==> config.mk <==
export PLATFORM = sky130hd
export DESIGN_NAME = div_ctrl
export DESIGN_NICKNAME = d
export VERILOG_FILES = /design/src/rtl/div_ctrl.sv
export SDC_FILE = /design/constraint.sdc
export NUM_CORES = 1
export LEC_CHECK = 0
export ABC_AREA = 0
export CAP_MARGIN = 15
export CELL_PAD_IN_SITES_DETAIL_PLACEMENT = 1
export CELL_PAD_IN_SITES_GLOBAL_PLACEMENT = 1
export CORE_MARGIN = 5
export CORE_UTILIZATION = 30
export CTS_CLUSTER_SIZE = 25
export DETAILED_ROUTE_END_ITERATION = 10
export PLACE_DENSITY_LB_ADDON = 0.1
export SLEW_MARGIN = 5
export SYNTH_ARGS = -nofsm -noshare
export SYNTH_HDL_FRONTEND = slang
export SYNTH_SLANG_ARGS = --single-unit
==> constraint.sdc <==
create_clock -name clk -period 6.39 [get_ports clk]
set_input_delay 0.639 -clock clk [delete_from_list [all_inputs] [get_ports clk]]
set_output_delay 0.639 -clock clk [all_outputs]
set_load 0.01 [all_outputs]
==> src/rtl/div_ctrl.sv <==
// div_ctrl: EX-stage sequencer for the shared radix-4 unsigned divider.
// Converts DIV/DIVU operands to magnitudes, launches the divider, stalls
// the pipeline while it runs, applies the sign fix-up and strobes HI/LO.
// A one-entry result cache serves repeated operand pairs, because the
// divider will not restart on a pair it has just computed.
module div_ctrl #(
    parameter int unsigned W = 32
) (
    input  logic         clk,
    input  logic         rst,
    input  logic         issue_valid,
    input  logic         issue_signed,
    input  logic [W-1:0] op_a,
    input  logic [W-1:0] op_b,
    input  logic         flush,
    output logic         stall_o,
    output logic         hilo_we,
    output logic [W-1:0] hi_o,
    output logic [W-1:0] lo_o,
    output logic         div0_o,
    output logic         div_en,
    output logic [W-1:0] div_divident,
    output logic [W-1:0] div_divisor,
    input  logic [W-1:0] div_quotient,
    input  logic [W-1:0] div_remainder,
    input  logic         div_done
);

    typedef enum logic [2:0] {
        S_IDLE,
        S_LAUNCH,
        S_BUSY,
        S_FIXUP,
        S_DRAIN
    } state_t;

    state_t       r_state;

    // Pair presented to the divider; only changes when a launch is decided
    logic [W-1:0] r_div_a;
    logic [W-1:0] r_div_b;

    // One-entry cache: always mirrors the last pair the divider accepted
    logic         r_cache_vld;
    logic [W-1:0] r_cache_a;
    logic [W-1:0] r_cache_b;
    logic [W-1:0] r_cache_q;
    logic [W-1:0] r_cache_r;

    // Unsigned result and sign info consumed in FIXUP
    logic [W-1:0] r_q;
    logic [W-1:0] r_r;
    logic         r_sign_q;
    logic         r_sign_r;
    logic         r_div0;
    logic         r_seen_low;

    // Last written HI/LO values, held while no write strobe is present
    logic [W-1:0] r_hi;
    logic [W-1:0] r_lo;

    logic         w_a_neg;
    logic         w_b_neg;
    logic [W-1:0] w_mag_a;
    logic [W-1:0] w_mag_b;
    logic         w_accept;
    logic         w_hit;
    logic         w_div_fin;
    logic         w_hilo_we;
    logic [W-1:0] w_lo_fix;
    logic [W-1:0] w_hi_fix;

    // Operand magnitudes, cache lookup and divider completion detect
    always_comb begin
        w_a_neg   = issue_signed & op_a[W-1];
        w_b_neg   = issue_signed & op_b[W-1];
        w_mag_a   = w_a_neg ? -op_a : op_a;
        w_mag_b   = w_b_neg ? -op_b : op_b;
        w_accept  = (r_state == S_IDLE) & issue_valid & ~flush;
        w_hit     = r_cache_vld & (w_mag_a == r_cache_a) & (w_mag_b == r_cache_b);
        w_div_fin = div_done & r_seen_low;
    end

    // Sign fix-up and output drive; the write strobe is gated by flush in
    // the same cycle, so HI/LO are muxed rather than registered on FIXUP entry
    always_comb begin
        w_lo_fix     = r_sign_q ? -r_q : r_q;
        w_hi_fix     = r_sign_r ? -r_r : r_r;
        w_hilo_we    = (r_state == S_FIXUP) & ~r_div0 & ~flush;
        hilo_we      = w_hilo_we;
        div0_o       = (r_state == S_FIXUP) & r_div0 & ~flush;
        lo_o         = w_hilo_we ? w_lo_fix : r_lo;
        hi_o         = w_hilo_we ? w_hi_fix : r_hi;
        div_en       = (r_state == S_LAUNCH);
        stall_o      = (r_state == S_LAUNCH) | (r_state == S_BUSY) |
                       ((r_state == S_IDLE) & issue_valid & ~flush);
        div_divident = r_div_a;
        div_divisor  = r_div_b;
    end

    // Sequencer state, cache maintenance and HI/LO hold registers
    always_ff @(posedge clk) begin
        if (!rst) begin
            r_state     <= S_IDLE;
            r_div_a     <= '0;
            r_div_b     <= '0;
            r_cache_vld <= 1'b0;
            r_cache_a   <= '0;
            r_cache_b   <= '0;
            r_cache_q   <= '0;
            r_cache_r   <= '0;
            r_q         <= '0;
            r_r         <= '0;
            r_sign_q    <= 1'b0;
            r_sign_r    <= 1'b0;
            r_div0      <= 1'b0;
            r_seen_low  <= 1'b0;
            r_hi        <= '0;
            r_lo        <= '0;
        end else begin
            if (w_hilo_we) begin
                r_hi <= w_hi_fix;
                r_lo <= w_lo_fix;
            end
            case (r_state)
                S_IDLE: begin
                    if (w_accept) begin
                        r_sign_q <= w_a_neg ^ w_b_neg;
                        r_sign_r <= w_a_neg;
                        if (op_b == '0) begin
                            r_div0  <= 1'b1;
                            r_state <= S_FIXUP;
                        end else if (w_hit) begin
                            r_div0  <= 1'b0;
                            r_q     <= r_cache_q;
                            r_r     <= r_cache_r;
                            r_state <= S_FIXUP;
                        end else begin
                            r_div0     <= 1'b0;
                            r_div_a    <= w_mag_a;
                            r_div_b    <= w_mag_b;
                            r_seen_low <= 1'b0;
                            r_state    <= S_LAUNCH;
                        end
                    end
                end
                S_LAUNCH: begin
                    if (!div_done)
                        r_seen_low <= 1'b1;
                    r_state <= flush ? S_DRAIN : S_BUSY;
                end
                S_BUSY: begin
                    if (flush) begin
                        if (!div_done)
                            r_seen_low <= 1'b1;
                        r_state <= S_DRAIN;
                    end else if (w_div_fin) begin
                        r_cache_vld <= 1'b1;
                        r_cache_a   <= r_div_a;
                        r_cache_b   <= r_div_b;
                        r_cache_q   <= div_quotient;
                        r_cache_r   <= div_remainder;
                        r_q         <= div_quotient;
                        r_r         <= div_remainder;
                        r_seen_low  <= 1'b0;
                        r_state     <= S_FIXUP;
                    end else if (!div_done) begin
                        r_seen_low <= 1'b1;
                    end
                end
                S_DRAIN: begin
                    if (w_div_fin) begin
                        r_cache_vld <= 1'b1;
                        r_cache_a   <= r_div_a;
                        r_cache_b   <= r_div_b;
                        r_cache_q   <= div_quotient;
                        r_cache_r   <= div_remainder;
                        r_seen_low  <= 1'b0;
                        r_state     <= S_IDLE;
                    end else if (!div_done) begin
                        r_seen_low <= 1'b1;
                    end
                end
                S_FIXUP: begin
                    r_state <= S_IDLE;
                end
                default: begin
                    r_state <= S_IDLE;
                end
            endcase
        end
    end

endmodule

---- Yosys cells after proc, flatten, opt, wreduce, memory -nomap -nowiden ----
Index checks and enable logic that the tools add are counted.
word-level totals
  register bits after elaboration ......... 328
  input bits .............................. 134
  logic and storage cells ................. 112
cells by class
  add/subtract/negate cells ............... 4
  eq/ne operators ......................... 14
  multiplexer cells ....................... 49
  bitwise operators ....................... 18
  reductions and logical operators ........ 11
operators by type and width
  kind                                                  count
  two-way mux 32 bit                                    24
  case mux 32 bit (2 select lines)                      6
  negation 32 bit                                       4
  equality test 32 bit                                  2
  logical NOT 32 bit                                    1
  two-way mux 3 bit                                     5
  != test 2 bit (second input constant)                 7
  case mux 3 bit (4 select lines)                       1
  bitwise AND 1 bit                                     11
  two-way mux 1 bit                                     9
  AND reduction 4 bit                                   2
  equality test 3 x 2 -> 1 bit (second input constant)  2
  AND reduction 6 bit                                   1
  two-way mux 2 bit                                     2
  NOT 1 bit                                             4
  case mux 1 bit (4 select lines)                       1
  AND reduction 2 bit                                   2
  nonzero test 2 bit                                    2
  nonzero test 4 bit                                    1
  equality test 3 x 1 -> 1 bit (second input constant)  1
  equality test 3 bit (second input constant)           1
  logical NOT 3 bit                                     1
  != test 3 bit (second input constant)                 1
  AND reduction 3 bit                                   1
  other kinds (3)                                       4

---- Longest topological paths before layout ----
Gate-level depths: netlist of the first run.
  word-level depth ........................ 9
  mapped depth ............................ 16
  mapped depth without buffers ............ 12

---- Least setup slack after synthesis of the first run ----
Ideal clock, no wire load.
  path kind ............................... in2reg
  start ................................... input op_b[4]
  end ..................................... register r_r[10]
  library setup time ...................... 157 ps
  arrival time ............................ 3,657 ps
  setup slack ............................. 2,576 ps
  cell stages on the path ................. 13
  path buffers ............................ 4
  path through ............................ buf_2 -> nor4_4 -> clkbuf_1 -> a41oi_1 -> xnor2_1 -> a2111oi_0 -> nand4_1 -> or4_1 -> nor4b_2 -> a21o_1 -> buf_2 -> buf_2 -> a311oi_2
between the ends
  cells in the longest elaborated chain, start to end .. 6
  elaborated cells between the ends (all ways) .. 8
RTL lines
  element                          line  source
  start: declaration               14    input logic [W-1:0] op_b,
  negation 32 bit                  78    w_mag_b = w_b_neg ? -op_b : op_b;
  two-way mux 32 bit               78
  equality test 32 bit             80    w_hit = r_cache_vld & (w_mag_a == r_cache_a) & (w_mag_b == r_cache_b);
  bitwise AND 1 bit                80
  != test 2 bit (no line)          -
  AND reduction 6 bit (no line) *  -
  end signal: assignment           136   r_r <= r_cache_r;
  end signal: assignment           164   r_r <= div_remainder;
  end: declaration                 52    logic [W-1:0] r_r;
Every way passes the cells marked *; elsewhere a longest branch is shown, timed or not.
A chain may end at the register's enable or synchronous reset.

---- Worst setup path after layout of the first run ----
  start ................................... register r_q[6]
  end ..................................... output lo_o[31]
between the ends
  cells in the longest elaborated chain, start to end .. 3
RTL lines
  element                   line  source
  start: declaration        51    logic [W-1:0] r_q;
  start signal: assignment  135   r_q <= r_cache_q;
  start signal: assignment  163   r_q <= div_quotient;
  negation 32 bit           87    w_lo_fix = r_sign_q ? -r_q : r_q;
  two-way mux 32 bit        87
  two-way mux 32 bit        -
  end: declaration          19    output logic [W-1:0] lo_o,
No other way between the ends.

==> results.tsv, run 1 <==
stage	metric	value	unit
yosys	synth-seq-cells	328	
placed_design	dp_hpwl	55900	um
finish	drive_gt1_frac	0.114	
route	via_per_inst	5.42	
clock_network	post_cts_resized	0	
sta	max_freq	0.192	GHz
placed_design	place_ws	704	ps
setup_path	worst-path-buf-inv	1	
die	die_w	260	um
die	rows	91	
pwr	power.leakage	7.39	nW
setup_path	critPathCaptureType	output port	
die	die_area	67800	sq um
setup_path	crit_type	flip-flop to output port	
setup_path	slowest_delay	580	ps
route	detail-route-antenna-nets	0	
route	wl_per_cell	23.5	um
setup_path	start_kind	flip-flop	
clock_network	insertion_delay	600	ps
yosys	yosysWarnings	0	
yosys	syn_nets	2403	
clock_network	tritoncts.num_buffers	42	
sta	finClkSkew	32.2	ps
die	design.portCount	266	
worst_hold_path	hp-class	flip-flop to flip-flop	
sta	min_period	5210	ps
sta	rsz0062_at_grt	false	
clock_network	clock-sinks	328	
worst_hold_path	hp-start	r_cache_q[3]	
sta	drv_slew	0	
grt	antenna_found_initial	2	
sta	setup_viol	0	
placed_design	port_buffers	265	
setup_path	slowest_stage	or4_1	
sta	fin_crit_sh	0.816	
clock_network	htreeDepth	2	
sta	slew_headroom	0.337	
sta	holdWs	451	ps
grt	grt_max_degree	164	
yosys	avgSynthCellArea	8.30	sq um
die	die_y	260	um
die	core	61900	sq um
route	first_pass_iters	5	
grt	overflow	0	
placed_design	place_congestion	0.967	
pwr	ir_worst_vdd	0.159	mV
sta	worst_slew_pin_slew	994	ps
clock_network	cts_max_path_buffers	3	
yosys	ys.flop_type	dfxtp_1	
sta	setup_ws	1180	ps
clock_network	cts_tree	yes	
setup_path	crit_start	r_q[6]	
finish	final_cell_mix	a21oi_1 (343), dfxtp_1 (328), nand2_1 (322)	
finish	area_delta_synth_final	24.6	%
sta	setup_tns	0	ps
sta	finalHoldViolCount	0	
status	outcome	finished clean	
route	via_count	17800	
setup_path	required	5750	ps
yosys	netlist_area	18800	sq um
route	routed_wl	77200	um
clock_network	clkTransAtPathRegs	60	ps
yosys	synth-async-reset-ratio	0	
setup_path	arrival	4570	ps
route	drt_iter0_drc	853	
placed_design	dp_cells	3212	
yosys	postSynthCellCount	2265	
setup_path	r2r_start	r_cache_a[23]	
finish	nNetsFinal	2557	
clock_network	post_cts_buffers	0	
grt	grt_pass1_wl	116000	um
clock_network	clock-root-buffer	clkbuf_16	
setup_path	path_max_fanout	6	
run	maxCapViolations	0	
grt	grt_pass1_vias	18300	
yosys	yosysSeqAreaShare	0.349	
grt	grt_usage	0.219	
finish	final_common_cell	a21oi_1	
pwr	p_per_area	250	nW/um^2
setup_path	cp_cell_sequence	or4_1 -> or3_1 -> or3_1 -> or2_1 -> or3_1 -> or3_1 -> o31ai_1 -> xor2_1 -> a21oi_1 -> clkdlybuf4s50_1	
clock_network	ctsHoldBuffers	0	
yosys	synth_cell_types	92	
route	drc_errors	0	
setup_path	crit_top_cell	or3_1	
finish	fin_cells	3287	
setup_path	critPathTopFamily	simple AND/OR/NAND/NOR gates	
yosys	synth_edf_count	0	
die	start_util	0.303	
tightest hold or removal path, delay by kind of cell, from the launching register on:
family             cells  cell delay [ps]
and+or+nand+nor        1               50
DFF                    1              300
AOI/OAI and AO/OA      1               50
cells by family after synthesis:
group	synth area share
multiplexers	0.0412
XOR/XNOR	0.0807
buffers and inverters	0.0538
adder cells (fa/ha/maj)	0.00266
AO/OA/AOI/OAI	0.260
AND/OR/NAND/NOR	0.212
flip-flops	0.349
Yosys cell counts (all sizes together), types with 15 or more instances:
cell type / n / share of area
a21oi: 363 / 0.10
dfxtp: 328 / 0.35
nand2: 323 / 0.065
clkbuf: 142 / 0.028
nor2: 128 / 0.026
xor2: 92 / 0.043
mux2i: 74 / 0.039
a311oi: 71 / 0.052
xnor2: 70 / 0.033
and2: 69 / 0.023
a211oi: 60 / 0.037
buf: 59 / 0.020
nor3: 51 / 0.015
o21ai: 46 / 0.012
nand3: 31 / 0.0083
nor4: 30 / 0.016
nand4: 27 / 0.0090
o31ai: 26 / 0.010
inv: 25 / 0.0050
or3: 25 / 0.0083
or4: 25 / 0.011
nor2b: 19 / 0.0063
nand2b: 15 / 0.0050
final timing paths:
kind / endpoint / slack, ps / cells past startpoint
worst max-delay path: lo_o[31] / 1180 / 10
worst min-delay path: r_cache_q[3] / 450 / 2
worst max register to register: div_divident[1] / 2170 / 11
worst min register to register: r_cache_q[3] / 450 / 2
layer usage:
metal,routed length [um],vias up,GRT usage
met3,3130,130,0.0375
met1,33400,8845,0.276
met4,3000,2,0.0776
met2,37600,378,0.379
met5,12,-,0
li1,-,8462,-
area by class of cell:
type	instances	area [sq um]
fill	7272	38500
tap	837	1050
timing repair buffer	311	3110
multi-input combinational	1711	11300
inverter	25	101
antenna	1	2.50
sequential	328	6570
clock inverter	10	103
clock buffer	64	1210
metrics by stage:
step | power (mW) | instance area, sq um | utilization
finish | 5.86 | 23400 | 0.378
global route | 6.15 | 23400 | 0.378
CTS | 5.96 | 23400 | 0.378
detailed placement | 3.61 | 22100 | 0.357
global placement | 3.58 | 22100 | 0.357
floorplan | 3.11 | 18800 | -
power breakdown:
group / switching, mW / leakage [nW] / internal [mW]
Clock: 0.982 / 0.638 / 1.32
Sequential: 0.128 / 2.66 / 2.16
Combinational: 0.755 / 4.09 / 0.515
Total: 1.87 / 7.39 / 3.99
(Power assumes the default switching activity.)
==> run 2, diff against run 1 <==
==> constraint.sdc (replaced) <==
create_clock -name clk -period 4.8 [get_ports clk]
set_input_delay 0.48 -clock clk [delete_from_list [all_inputs] [get_ports clk]]
set_output_delay 0.48 -clock clk [all_outputs]
set_load 0.01 [all_outputs]
==> run 2 against run 1 <==
Via count grew 2.1%. Utilization grew 2.0 points. Clock power grew 40%. Cell count grew 3.9%. Clock skew shrank 12 ps. Non-clock buffer count grew 128. Highest routed layer is now met4. Hold slack is essentially flat. Clock-buffer cell count shrank 2. Worst setup slack lost 990 ps. Flip-flop and latch count is the same. Cell area grew 5.3%.
==> results.tsv, run 2 (same netlist as run 1, synthesis figures left out) <==
stage	metric	value	unit
setup_path	critPathTopFamily	simple AND/OR/NAND/NOR gates	
grt	antenna_found_initial	0	
finish	multi_input_area	11400	sq um
finish	drive_gt1_frac	0.166	
die	die_y	260	um
finish	final_cell_mix	a21oi_1 (340), dfxtp_1 (328), nand2_1 (322)	
pwr	p_per_area	329	nW/um^2
sta	setup_viol	0	
sta	finClkSkew	19.8	ps
setup_path	path_max_fanout	6	
setup_path	worst-path-buf-inv	1	
setup_path	cp_cell_sequence	or4_4 -> or3_1 -> or2_1 -> or3_4 -> or3_4 -> o41ai_1 -> xor2_1 -> a21oi_1 -> clkdlybuf4s50_1	
grt	grt_pass1_vias	19000	
route	wl_per_cell	23.0	um
setup_path	start_kind	flip-flop	
sta	rsz0062_at_grt	false	
sta	slew_headroom	0.300	
setup_path	slowest_stage	or4_4	
route	via_per_inst	5.33	
setup_path	r2r_start	r_cache_a[26]	
finish	register_area	6570	sq um
setup_path	reg2reg_slack	800	ps
placed_design	dp_cells	3339	
sta	setup_ws	184	ps
clock_network	htreeDepth	2	
clock_network	cts_max_path_buffers	3	
sta	fin_crit_sh	0.962	
setup_path	slowest_delay	570	ps
clock_network	clock-sinks	328	
finish	fillers	7234	
pwr	p_int	5.60	mW
clock_network	tritoncts.num_buffers	42	
route	drt_iter0_drc	777	
pwr	clkPwrFrac	0.397	
finish	area_delta_synth_final	31.3	%
clock_network	clock-root-buffer	clkbuf_16	
setup_path	critPathCaptureType	output port	
grt	grt_pass1_wl	119000	um
route	first_pass_iters	5	
clock_network	clkTransAtPathRegs	60	ps
sta	min_period	4620	ps
placed_design	place_congestion	0.927	
sta	drv_slew	0	
finish	finish.instance_area	24700	sq um
clock_network	insertion_delay	590	ps
placed_design	place_ws	-208	ps
pwr	p_switching	2.51	mW
die	die_w	260	um
setup_path	required	4320	ps
finish	final_common_cell	a21oi_1	
sta	worst_slew_pin_slew	1040	ps
worst_hold_path	min_to	r_cache_q[21]	
pwr	pwr-share-seq	0.376	
clock_network	post_cts_buffers	0	
worst_hold_path	hp-start	r_cache_q[21]	
die	die_area	67800	sq um
setup_path	worst_r2r_path_depth	13	
setup_path	crit_top_cell	or3_4	
route	routed_wl	78700	um
grt	overflow	0	
setup_path	crit_type	flip-flop to output port	
status	outcome	finished clean	
finish	nNetsFinal	2685	
route	via_count	18200	
placed_design	dp_hpwl	58000	um
pwr	ir_worst_vdd	0.188	mV
setup_path	worstReg2RegEnd	r_q[9]	
worst_hold_path	hp-class	flip-flop to flip-flop	
sta	finalHoldViolCount	0	
sta	setup_tns	0	ps
die	start_util	0.303	
route	detail-route-antenna-nets	0	
setup_path	arrival	4140	ps
sta	max_freq	0.217	GHz
pwr	p_sw_frac	0.310	
die	core	61900	sq um
placed_design	dpl_cell_area	23200	sq um
grt	grt_max_degree	129	
die	rows	91	
die	design.portCount	266	
route	drc_errors	0	
pwr	power.leakage	8.21	nW
sta	holdWs	451	ps
placed_design	port_buffers	265	
grt	grt_usage	0.225	
pwr	pwr-share-comb	0.227	
run	maxCapViolations	0	
worst_hold_path	min_delay_path_depth	2	
clock_network	cts_tree	yes	
finish	fin_cells	3415	
-- run 2: cell types whose count changed in the layout (fill, tap and decap cells not counted), moves of 4 or more --
| cell | change |
|---|---|
| or3_4 | +4 |
| buf_12 | +8 |
| clkdlybuf4s50_1 | -10 |
| dlymetal6s2s_1 | +4 |
| or3_1 | -4 |
| dlygate4sd2_1 | +6 |
| buf_4 | +119 |
| clkbuf_1 | -4 |
-- run 2: worst max path at each step --
stage / start / to / slack, ps / cells after the start
2_1_floorplan: op_b[4] / r_r[10] / 1150 / 13
3_3_place_gp: op_a[18] / r_r[15] / -50 / 14
3_5_place_dp: op_a[18] / r_q[9] / -210 / 14
4_1_cts: r_r[6] / hi_o[23] / 7 / 9
5_1_grt: r_q[6] / lo_o[28] / 5 / 9
6_report: r_q[6] / lo_o[28] / 180 / 9
-- run 2: timing repair --
action | CTS | global route
hold buffers | 0 | 0
gates resized for setup | 16 | 13
setup endpoints to repair | 9 | 13
pin swaps | 1 | 1
-- run 2: area by class of cell --
type                       count  share of cell area
sequential                   328               0.266
antenna                        2            0.000203
tap                          837              0.0424
inverter                      25             0.00411
clock inverter                11             0.00654
multi-input combinational   1711               0.462
clock buffer                  62              0.0497
timing repair buffer         439               0.169
-- run 2: through the flow --
step	utilization	power [mW]
floorplan	-	4.14
global placement	0.374	4.88
detailed placement	0.374	4.92
CTS	0.397	8.22
global route	0.398	8.49
finish	0.398	8.11
-- run 2: worst reg2reg max path, cell delays in order, from the launching register on --
cell and delay (ps):
dfxtp_1 480, nor3b_1 90, a2111oi_0 450, buf_4 200, a31oi_1 90, a2111oi_0 540, buf_4 220, nand4_1 60
or4_1 520, nor4b_2 330, a21o_4 270, buf_12 220, a21oi_1 120, a311oi_2 290
-- run 2: routing by layer --
layer | vias up | track usage | wire length (um) | part of all wire
met5 | - | 0 | 0 | 0
met3 | 111 | 0.0286 | 2700 | 0.034
met2 | 328 | 0.406 | 39600 | 0.50
li1 | 8730 | - | - | -
met1 | 9021 | 0.281 | 34100 | 0.43
met4 | 0 | 0.0621 | 2240 | 0.028
-- run 2: power groups by stage --
stage	registers (mW)	logic, mW	clock network, mW
final	3.05	1.84	3.22
after global placement	3.10	1.78	0
after floorplan	3.07	1.08	0
after CTS	3.05	1.85	3.33
after detailed placement	3.10	1.82	0
after global routing	3.07	1.99	3.43
==> run 3, diff against run 2 <==
==> constraint.sdc (replaced) <==
create_clock -name clk -period 5.2 [get_ports clk]
set_input_delay 0.52 -clock clk [delete_from_list [all_inputs] [get_ports clk]]
set_output_delay 0.52 -clock clk [all_outputs]
set_load 0.01 [all_outputs]
==> run 3 against run 2 <==
Register-to-register slack better by 480 ps. Cell count down 1.6%. Critical path depth up 1. Largest power group unchanged. First-iteration DRC count rose by 6.4%. Utilization down 0.88 points. Clock-buffer cell count up 1. Sequential share of layout area increased by 0.60 points. Sequential power decreased by 7.9%. Hold slack better by 2.1 ps. Cell area down 2.2%. Global-route usage decreased by 0.28 points. Clock skew is 7.1 ps higher.
==> results.tsv, run 3 (same netlist as run 1, synthesis figures left out) <==
stage	metric	value	unit
route	detail-route-antenna-nets	0	
route	wl_per_cell	23.1	um
route	via_per_inst	5.36	
finish	nNetsFinal	2630	
pwr	pwr-share-comb	0.218	
clock_network	ctsHoldBuffers	0	
sta	rsz0062_at_grt	true	
sta	max_freq	0.199	GHz
clock_network	clkTransAtPathRegs	60	ps
clock_network	post_cts_resized	1	
setup_path	r2r_start	r_cache_a[26]	
pwr	p_int	5.17	mW
die	die_w	260	um
setup_path	path_max_fanout	6	
worst_hold_path	hp-class	flip-flop to flip-flop	
setup_path	worst_r2r_path_depth	11	
sta	fin_crit_sh	0.964	
pwr	ir_worst_vdd	0.199	mV
setup_path	worst-path-buf-inv	1	
sta	setup_tns	0	ps
setup_path	slowest_stage	or4_1	
clock_network	cts_tree	yes	
clock_network	tritoncts.num_buffers	42	
sta	drv_slew	0	
die	design.portCount	266	
route	drt_iter0_drc	827	
clock_network	htreeDepth	2	
pwr	p_per_area	310	nW/um^2
status	outcome	finished clean	
clock_network	clock-root-buffer	clkbuf_16	
setup_path	crit_type	flip-flop to output port	
grt	grt_max_degree	138	
placed_design	port_buffers	265	
sta	worst_slew_pin_slew	1140	ps
setup_path	start_kind	flip-flop	
placed_design	place_congestion	0.957	
grt	overflow	0	
grt	grt_pass1_vias	18900	
grt	grt_pass1_wl	118000	um
die	core	61900	sq um
die	start_util	0.303	
sta	min_period	5010	ps
pwr	clkPwrFrac	0.406	
placed_design	dp_cells	3284	
clock_network	post_cts_buffers	0	
finish	drive_gt1_frac	0.143	
finish	final_common_cell	a21oi_1	
clock_network	cts_max_path_buffers	3	
setup_path	required	4680	ps
setup_path	cp_cell_sequence	or4_1 -> or3_1 -> or3_1 -> or2_1 -> or3_1 -> or3_1 -> o31ai_2 -> xor2_1 -> a21oi_1 -> clkdlybuf4s50_1	
setup_path	slowest_delay	590	ps
route	first_pass_iters	6	
sta	finClkSkew	26.9	ps
setup_path	critPathCaptureType	output port	
setup_path	worstReg2RegEnd	r_r[25]	
die	die_y	260	um
clock_network	clock-sinks	328	
worst_hold_path	hp-start	r_cache_r[2]	
setup_path	crit_top_cell	or3_1	
worst_hold_path	min_delay_path_depth	2	
sta	finalHoldViolCount	0	
setup_path	critPathTopFamily	simple AND/OR/NAND/NOR gates	
route	via_count	18000	
setup_path	reg2reg_slack	1280	ps
clock_network	insertion_delay	590	ps
setup_path	arrival	4490	ps
finish	fin_cells	3361	
pwr	pwr-share-seq	0.376	
die	rows	91	
placed_design	dp_hpwl	57500	um
die	die_area	67800	sq um
pwr	p_switching	2.31	mW
finish	antenna_cells	0	
worst_hold_path	min_to	r_cache_r[2]	
finish	area_delta_synth_final	28.4	%
grt	antenna_found_initial	3	
finish	final_cell_mix	a21oi_1 (342), dfxtp_1 (328), nand2_1 (322)	
route	routed_wl	77700	um
route	drc_errors	0	
pwr	power.leakage	7.84	nW
pwr	p_sw_frac	0.309	
run	maxCapViolations	0	
grt	grt_usage	0.222	
sta	slew_headroom	0.241	
sta	setup_viol	0	
## run 3: changes by cell type in the layout (fill, tap and decap cells not counted), moves of 3 or more
cell,previous run,this run
dlymetal6s2s_1,4,1
or3_4,4,0
buf_12,17,10
dlygate4sd2_1,6,0
or3_1,21,25
buf_4,156,108
clkdlybuf4s50_1,254,263
## run 3: power by group through the flow
stage	clock network [mW]	logic (mW)	registers, mW
2_1_floorplan	0	0.995	2.83
3_3_place_gp	0	1.60	2.86
3_5_place_dp	0	1.63	2.87
4_1_cts	3.14	1.64	2.81
5_1_grt	3.24	1.76	2.84
6_report	3.04	1.63	2.81
## run 3: worst register-to-register path, delay by kind of cell, from the launching register on
kind,cells,cell delay (ps)
AO/OA/AOI/OAI,6,2020
buffers and inverters,1,220
flip-flops,1,490
AND/OR/NAND/NOR,4,1090
## run 3: worst max-delay path by stage
stage / start / end / cells past startpoint
after CTS: r_r[6] / hi_o[31] / 10
after detailed placement: op_a[8] / r_r[25] / 14
final: r_q[6] / lo_o[31] / 10
after floorplan: op_b[4] / r_r[10] / 13
after global routing: r_q[6] / lo_o[31] / 10
after global placement: op_a[3] / r_r[9] / 12
## run 3: metal layers
metal	wire length [um]	share of wire	vias up	GRT usage
met4	3330	0.043	6	0.0878
met3	3300	0.042	148	0.0358
met5	37	0.00048	-	0
met2	38300	0.49	407	0.392
met1	32700	0.42	8858	0.269
li1	-	-	8606	-
## run 3: final cells by class
type / count / area, sq um
multi-input combinational: 1711 / 11300
clock inverter: 13 / 196
tap: 837 / 1050
inverter: 25 / 101
clock buffer: 63 / 1230
sequential: 328 / 6570
fill: 7317 / 37800
timing repair buffer: 384 / 3690
## run 3: per-stage QoR
| stage | utilization | cell area, sq um | total power [mW] | hold WS [ps] | setup slack [ps] |
|---|---|---|---|---|---|
| after CTS | 0.389 | 24100 | 7.59 | 454 | 62.2 |
| after detailed placement | 0.366 | 22700 | 4.50 | 446 | 76.9 |
| after global routing | 0.390 | 24100 | 7.84 | 470 | 1.66 |
| after global placement | 0.366 | 22700 | 4.46 | 441 | -90.8 |
| after floorplan | - | 18800 | 3.83 | 434 | 1510 |
| final | 0.390 | 24100 | 7.48 | 453 | 187 |
